===== config.mk =====
export PLATFORM = sky130hd
export DESIGN_NAME = rv32i_mem_bridge
export DESIGN_NICKNAME = d
export VERILOG_FILES = /design/src/rtl/rv32i_bus_pkg.sv /design/src/rtl/bus_wait_timer.sv /design/src/rtl/rv32i_mem_bridge.sv
export SDC_FILE = /design/constraint.sdc
export NUM_CORES = 1
export LEC_CHECK = 0
export BUFFER_PORTS_ARGS = -buffer_cell sky130_fd_sc_hd__buf_2
export CAP_MARGIN = 20
export CORE_MARGIN = 2
export CORE_UTILIZATION = 50
export DETAILED_ROUTE_END_ITERATION = 10
export PLACE_DENSITY = 0.94
export SYNTH_ARGS = -nofsm -noshare
export SYNTH_HDL_FRONTEND = slang
export SYNTH_HIERARCHICAL = 1
export SYNTH_SLANG_ARGS = --single-unit

===== constraint.sdc =====
create_clock -name clk -period 7.3 [get_ports clk]
set_clock_uncertainty 0.2 [all_clocks]
set_input_delay 0.365 -clock clk [delete_from_list [all_inputs] [get_ports clk]]
set_output_delay 0.365 -clock clk [all_outputs]
set_load 0.05 [all_outputs]

===== src/rtl/rv32i_bus_pkg.sv =====
// Shared types and constants for the core-to-bus memory bridge and MMIO slaves.
package rv32i_bus_pkg;

    typedef enum logic [1:0] {
        S_IDLE = 2'd0,
        S_REQ  = 2'd1,
        S_DONE = 2'd2
    } bridge_state_t;

    localparam logic [31:0] ERR_RDATA_DEFAULT = 32'hDEAD_BEEF;

    function automatic logic [31:0] word_align(input logic [31:0] addr);
        return {addr[31:2], 2'b00};
    endfunction

endpackage


===== src/rtl/bus_wait_timer.sv =====
// Counts cycles spent waiting on the bus; tc flags the last permitted wait cycle.
module bus_wait_timer #(
    parameter int TIMEOUT = 16
) (
    input  logic clk,
    input  logic rst,
    input  logic en,
    input  logic clr,
    output logic tc
);

    localparam int W = $clog2(TIMEOUT) + 1;
    localparam logic [W-1:0] LAST = W'(TIMEOUT - 1);

    logic [W-1:0] count_r;

    // Wait counter; parks on the terminal value so it can never wrap.
    always_ff @(posedge clk or negedge rst) begin
        if (!rst) begin
            count_r <= {W{1'b0}};
        end else if (clr) begin
            count_r <= {W{1'b0}};
        end else if (en && (count_r != LAST)) begin
            count_r <= count_r + {{(W-1){1'b0}}, 1'b1};
        end else begin
            count_r <= count_r;
        end
    end

    assign tc = en && (count_r == LAST);

endmodule


===== src/rtl/rv32i_mem_bridge.sv =====
// Bridges the core's single-cycle memory port onto a req/ready word bus,
// stalling the core via core_ena and flagging misaligned or timed-out accesses.
module rv32i_mem_bridge
    import rv32i_bus_pkg::*;
#(
    parameter int          TIMEOUT   = 16,
    parameter logic [31:0] ERR_RDATA = ERR_RDATA_DEFAULT,
    parameter int          ERR_CNT_W = 8
) (
    input  logic                 clk,
    input  logic                 rst,
    input  logic                 core_req,
    input  logic [31:0]          core_addr,
    input  logic [31:0]          core_wr_data,
    input  logic                 core_wr_ena,
    output logic [31:0]          core_rd_data,
    output logic                 core_ena,
    output logic                 bus_req,
    output logic                 bus_we,
    output logic [31:0]          bus_addr,
    output logic [31:0]          bus_wdata,
    input  logic                 bus_ready,
    input  logic [31:0]          bus_rdata,
    output logic                 err,
    output logic [ERR_CNT_W-1:0] err_count
);

    bridge_state_t        state_r;
    bridge_state_t        state_next_s;
    logic                 bus_req_r;
    logic                 bus_we_r;
    logic [31:0]          bus_addr_r;
    logic [31:0]          bus_wdata_r;
    logic [31:0]          rd_buf_r;
    logic                 err_r;
    logic [ERR_CNT_W-1:0] err_count_r;
    logic                 timer_tc_s;

    function automatic logic [ERR_CNT_W-1:0] sat_inc(input logic [ERR_CNT_W-1:0] v);
        return (&v) ? v : v + {{(ERR_CNT_W-1){1'b0}}, 1'b1};
    endfunction

    // The timer idles at zero outside S_REQ, so every request starts from a fresh count.
    bus_wait_timer #(.TIMEOUT(TIMEOUT)) u_timer (
        .clk (clk),
        .rst (rst),
        .en  (state_r == S_REQ),
        .clr (state_r != S_REQ),
        .tc  (timer_tc_s)
    );

    // Next-state and core stall; ready on the final timeout cycle completes normally.
    always_comb begin
        state_next_s = state_r;
        core_ena     = 1'b1;
        case (state_r)
            S_IDLE: begin
                core_ena = ~core_req;
                if (core_req) begin
                    if (core_addr[1:0] == 2'b00) begin
                        state_next_s = S_REQ;
                    end else begin
                        state_next_s = S_DONE;
                    end
                end else begin
                    state_next_s = S_IDLE;
                end
            end
            S_REQ: begin
                core_ena = 1'b0;
                if (bus_ready || timer_tc_s) begin
                    state_next_s = S_DONE;
                end else begin
                    state_next_s = S_REQ;
                end
            end
            S_DONE: begin
                core_ena     = 1'b1;
                state_next_s = S_IDLE;
            end
            default: begin
                core_ena     = 1'b1;
                state_next_s = S_IDLE;
            end
        endcase
    end

    // State, latched access, bus handshake outputs, read buffer and error tracking.
    always_ff @(posedge clk or negedge rst) begin
        if (!rst) begin
            state_r     <= S_IDLE;
            bus_req_r   <= 1'b0;
            bus_we_r    <= 1'b0;
            bus_addr_r  <= 32'h0000_0000;
            bus_wdata_r <= 32'h0000_0000;
            rd_buf_r    <= 32'h0000_0000;
            err_r       <= 1'b0;
            err_count_r <= {ERR_CNT_W{1'b0}};
        end else begin
            state_r <= state_next_s;
            case (state_r)
                S_IDLE: begin
                    if (core_req) begin
                        bus_addr_r  <= word_align(core_addr);
                        bus_wdata_r <= core_wr_data;
                        bus_we_r    <= core_wr_ena;
                        if (core_addr[1:0] == 2'b00) begin
                            bus_req_r <= 1'b1;
                        end else begin
                            rd_buf_r    <= 32'h0000_0000;
                            err_r       <= 1'b1;
                            err_count_r <= sat_inc(err_count_r);
                        end
                    end
                end
                S_REQ: begin
                    if (bus_ready) begin
                        bus_req_r <= 1'b0;
                        if (!bus_we_r) begin
                            rd_buf_r <= bus_rdata;
                        end
                    end else if (timer_tc_s) begin
                        bus_req_r   <= 1'b0;
                        rd_buf_r    <= ERR_RDATA;
                        err_r       <= 1'b1;
                        err_count_r <= sat_inc(err_count_r);
                    end
                end
                S_DONE: begin
                    bus_req_r <= 1'b0;
                end
                default: begin
                    bus_req_r <= 1'b0;
                end
            endcase
        end
    end

    assign bus_req      = bus_req_r;
    assign bus_we       = bus_we_r;
    assign bus_addr     = bus_addr_r;
    assign bus_wdata    = bus_wdata_r;
    assign core_rd_data = rd_buf_r;
    assign err          = err_r;
    assign err_count    = err_count_r;

endmodule


Word level (Yosys, flattened, before mapping):

Cells that the tools add are included.

* add/sub/neg operators: 2
* equality and inequality tests: 11
* muxes and demuxes: 29
* bitwise operators: 1
* reductions and logical operators: 12

Operators with widths (number)
* two-way mux 32 bit: 5
* case mux 32 bit (2 select lines): 1
* two-way mux 8 bit: 5
* case mux 8 bit (2 select lines): 1
* two-way mux 5 bit: 2
* inequality test 2 bit (second input constant): 5
* AND reduction 5 bit: 2
* adder 8 x 1 -> 8 bit (second input constant): 1
* two-way mux 1 bit: 8
* AND reduction 8 bit: 1
* two-way mux 2 bit: 3
* inequality test 3 bit (second input constant): 2
* case mux 1 bit (2 select lines): 3
* adder 5 x 1 -> 5 bit (second input constant): 1
* == test 5 x 4 -> 1 bit (second input constant): 1
* inequality test 5 x 4 -> 1 bit (second input constant): 1
* logical NOT 2 bit: 2
* case mux 2 bit (2 select lines): 1
* nonzero test 2 bit: 2
* AND reduction 3 bit: 1
* == test 2 x 1 -> 1 bit (second input constant): 1
* logical AND 1 bit: 2
* inequality test 2 x 1 -> 1 bit (second input constant): 1
* AND reduction 2 bit: 1
* other kinds (2): 2

* bits in registers: 112
* input port bits: 101
* output and inout port bits: 108
* word-level logic and storage cells: 64

Depth between registers and ports, before layout:

* word-level depth: 5
* mapped depth: 9
* depth with buffers taken out: 8

Cells and area by module:

Netlist, hierarchy kept.

Modules (own cells, without submodules)
* rv32i_mem_bridge: instances 1, cells an instance 333, area an instance 4275.4 um^2, sequential area each 2677.6 um^2
* bus_wait_timer: instances 1, cells an instance 24, area an instance 275.3 um^2, sequential area each 125.1 um^2

Least setup slack after synthesis:

OpenSTA, ideal clock, no wires.

* kind: register -> register
* start point: register u_timer.count_r[0]
* end point: register rd_buf_r[4] (netlist: core_rd_data[4])
* setup time: 0.083 ns
* data arrival time: 2.143 ns
* required time: 7.017 ns
* setup slack: 4.874 ns
* stages on the path, launching flop included: 10
* buffers on the path: 1
* clock period less this slack: 2.426 ns
* path through: dfrtp_1 > ha_1 > and3_1 > ha_1 > and2_1 > or2_2 > a32oi_2 > buf_2 > nand2_1 > o21ai_0

* longest elaborated chain between the ends: 4

RTL lines
* from (decl): RTL line bus_wait_timer.sv:15 `logic [W-1:0] count_r;`
* from (signal assigned): RTL line bus_wait_timer.sv:20 `count_r <= {W{1'b0}};`
* from (signal assigned): RTL line bus_wait_timer.sv:22 `count_r <= {W{1'b0}};`
* from (signal assigned): RTL line bus_wait_timer.sv:24 `count_r <= count_r + {{(W-1){1'b0}}, 1'b1};`
* == test 5 x 4 -> 1 bit: RTL line bus_wait_timer.sv:30 `assign tc = en && (count_r == LAST);`
* logical AND 1 bit: RTL line bus_wait_timer.sv:30
* named net timer_tc_s: RTL line rv32i_mem_bridge.sv:37 `logic timer_tc_s;`
* inequality test 3 bit (no source line)
* AND reduction 5 bit (no source line)
* to (signal assigned): RTL line rv32i_mem_bridge.sv:120 `rd_buf_r <= bus_rdata;`
* to (decl): RTL line rv32i_mem_bridge.sv:34 `logic [31:0] rd_buf_r;`

The timed path passes the listed nets, and every way through them passes these cells.
A chain may end at the register's enable or synchronous reset.

Worst setup path in the final report:

* start point: register u_timer.count_r[0]
* end point: register rd_buf_r[7] (netlist: core_rd_data[7])

Same word-level chain as after synthesis.

==> impl_metrics.tcl <==
set metrics [dict create \
    h-tree-depth 3 \
    cts-root-buf "clkbuf_8" \
    drive_gt1_frac 0.5311 \
    drcViolationCount 0 \
    antenna_left 0 \
    synth_mux_area_frac 0.1663 \
    arrival_ns 2.79 \
    max_freq_ghz 0.3588 \
    drt_pre_antenna_iters 4 \
    synth_cell_types 43 \
    final_cell_count_no_fill 671 \
    worstSetupPathType "flip-flop to flip-flop" \
    worst_slack_ns 4.513 \
    die_x_um 99.40 \
    wire_per_inst_um 14.89 \
    post_cts_buffers 0 \
    path_max_fanout 64 \
    synth_top_family_by_area "multiplexers" \
    insertion_delay_ns 0.35 \
    cp_common_cell "ha_1" \
    hold_path.class "input port to flip-flop" \
    synth_warnings 6 \
    core_area_um2 8763 \
    timing.slew.headroom 0.4722 \
    p_per_area_nw_per_um2 342.2 \
    clk_pin_slew_worst_paths_ns 0.11 \
    cp-end-kind "flip-flop" \
    synth_compound_area_frac 0.08194 \
    slowest_delay_ns 0.45 \
    initial_utilization 0.5193 \
    multi_input_area_um2 1633 \
    ys_seq_elements 112 \
    synth_simple_gate_area_share 0.08469 \
    status "completed" \
    portBuffers 206 \
    hold_ws_ns 0.02297 \
    grt_max_degree 66 \
    required_ns 7.30 \
    hold_viol 0 \
    fill_cells 637 \
    die-area_um2 9880 \
    post-route-util 0.6680 \
    antenna_found_initial 0 \
    post-route-period-util 0.3818 \
    dp_hpwl_um 7478 \
    synth_area_leaders "dfrtp_1 (62%), mux2_2 (16%), o21ai_0 (6.3%)" \
    synth_top_cell_area_share 0.6159 \
    startpoint_type "flip-flop" \
    antenna_cells 0 \
    cts_buffers 9 \
    syn-cell-area_um2 4551 \
    critical_path.top_delay_family "simple AND/OR/NAND/NOR gates" \
    pre_cts_slack_ns 4.535 \
    cts_num_sinks 112 \
    num_vias 3390 \
    track_usage 0.1976 \
    fin_nets 662 \
    maxCapViolCount 0 \
    ir_drop_uv 236.0 \
    cts_tree "yes" \
    area_growth_syn_to_layout_pct 28.65 \
    numPlacedInstances 654 \
    cts_buffer_depth 2 \
    gr-total-overflow 0 \
    period_minus_slack_ns 2.787 \
    worst_pin_slew_ns 0.7917 \
    grt_pass1_wl_um 15640 \
    drt_iter0_drc 135 \
    cp_slowest_cell "buf_4" \
    synth_xor_xnor_area_share 0.01347 \
    ctsHoldBuffers 1 \
    ctsResizeCount 0 \
    p_leak_nw 2.883 \
    ys_seq_area_frac 0.6159 \
    setup_viol 0 \
    drv_slew 0 \
    grt_pass1_vias 3336 \
    yosysTopAreaCell "dfrtp_1" \
    synth_area_per_cell_um2 12.75 \
    die_h_um 99.40 \
    pin_count 209 \
    seqCellArea_um2 2803 \
    rows 34 \
    worstPathCellList "ha_1 > and3_1 > ha_1 > and2_1 > or2_2 > a32oi_4 > buf_4 > o21ai_0" \
    routed_via_density 5.052 \
    wl_um 9993 \
    fin_setup_tns_ns 0 \
    rsz0062_at_grt "false" \
    path_buf_inv 1 \
    synth_fa_ha_area_frac 0.008249 \
    postSynthCellCount 357 \
    gp_congestion 0.7373 \
]
## Yosys cell counts (all sizes together)
| master | n |
|---|---|
| xor2 | 6 |
| and3 | 1 |
| xnor2 | 1 |
| nand3b | 1 |
| nor2 | 9 |
| a32oi | 2 |
| inv | 3 |
| or2 | 2 |
| mux2i | 1 |
| clkbuf | 7 |
| or2b | 1 |
| nand2 | 39 |
| nor2b | 2 |
| nor4 | 2 |
| nor3b | 1 |
| a21oi | 1 |
| ha | 3 |
| a211oi | 1 |
| dfrtp | 112 |
| nand4 | 2 |
| nor3 | 4 |
| conb | 1 |
| buf | 14 |
| and2 | 1 |
| and2b | 1 |
| nand3 | 10 |
| a2bb2oi | 1 |
| o21bai | 1 |
| o21ai | 58 |
| nand2b | 2 |
| mux2 | 66 |
| o32a | 1 |
## area by class of cell
type	instances	share of cell area
timing repair buffer	210	0.1821
clock buffer	10	0.02180
clock inverter	6	0.01304
multi-input combinational	222	0.2789
tap	108	0.02308
inverter	3	0.002351
sequential	112	0.4787
## through the flow
step                total power, mW  instance area (um^2)
finish                        2.003                  5854
global route                  2.096                  5854
CTS                           2.023                  5854
detailed placement            1.645                  5640
global placement              1.620                  5640
floorplan                     1.436                  4554
## per-layer routing
layer	GRT usage	vias up	wire, um
met4	0.05796	0	150
li1	-	1639	-
met3	0.04006	19	606
met2	0.3493	133	5234
met1	0.2465	1599	4000
met5	0	-	0
## cell families (layout without fill, tap and decap cells)
group	count (synthesis)	after routing
other cells	1	2
buf+inv	24	229
flops	112	112
xor+xnor	7	7
mux	67	67
fa+ha+maj	3	3
simple gates	78	78
compound gates	65	65
## state kept, by name, summed over array words and instances, names as in the netlist
name and count:
bus_addr 30, bus_req 1, bus_wdata 32, bus_we 1
core_rd_data 32, err 1, err_count 8, state_r 2
u_timer/count_r 5
## cells in the final DEF, fill, tap and decap left out, drive strengths merged, types with 2 or more instances in the layout
cell type,count
o21ai,58
dfrtp,112
nor3,4
clkinvlp,2
nand4,2
inv,6
nor2,9
conb,2
ha,3
a32oi,2
or2,2
nand3,10
xor2,6
nor4,2
nand2b,2
buf,209
clkbuf,10
nand2,39
nor2b,2
mux2,66
## final timing paths
| check | cells after the start | end | start | slack [ns] |
|---|---|---|---|---|
| setup / recovery | 8 | core_rd_data[7]$_DFFE_PN0P_ | u_timer/count_r[0]$_DFFE_PN0P_ | 4.51 |
| hold / removal | 2 | bus_addr[7]$_DFFE_PN0P_ | core_addr[7] | 0.02 |
| setup reg to reg | 8 | core_rd_data[7]$_DFFE_PN0P_ | u_timer/count_r[0]$_DFFE_PN0P_ | 4.51 |
| hold reg to reg | 2 | core_rd_data[28]$_DFFE_PN0P_ | core_rd_data[28]$_DFFE_PN0P_ | 0.28 |
| max in group asynchronous | 3 | bus_wdata[8]$_DFFE_PN0P_ | rst | 5.35 |
| min in group asynchronous | 2 | err_count[6]$_DFFE_PN0P_ | rst | 0.38 |
## power by group
group          switching, mW  total, mW  internal, mW
Clock                  0.212      0.377         0.165
Combinational          0.599      0.808         0.210
Sequential            0.0767      0.818         0.741
Total                  0.887       2.00          1.12
(Power assumes the default switching activity.)
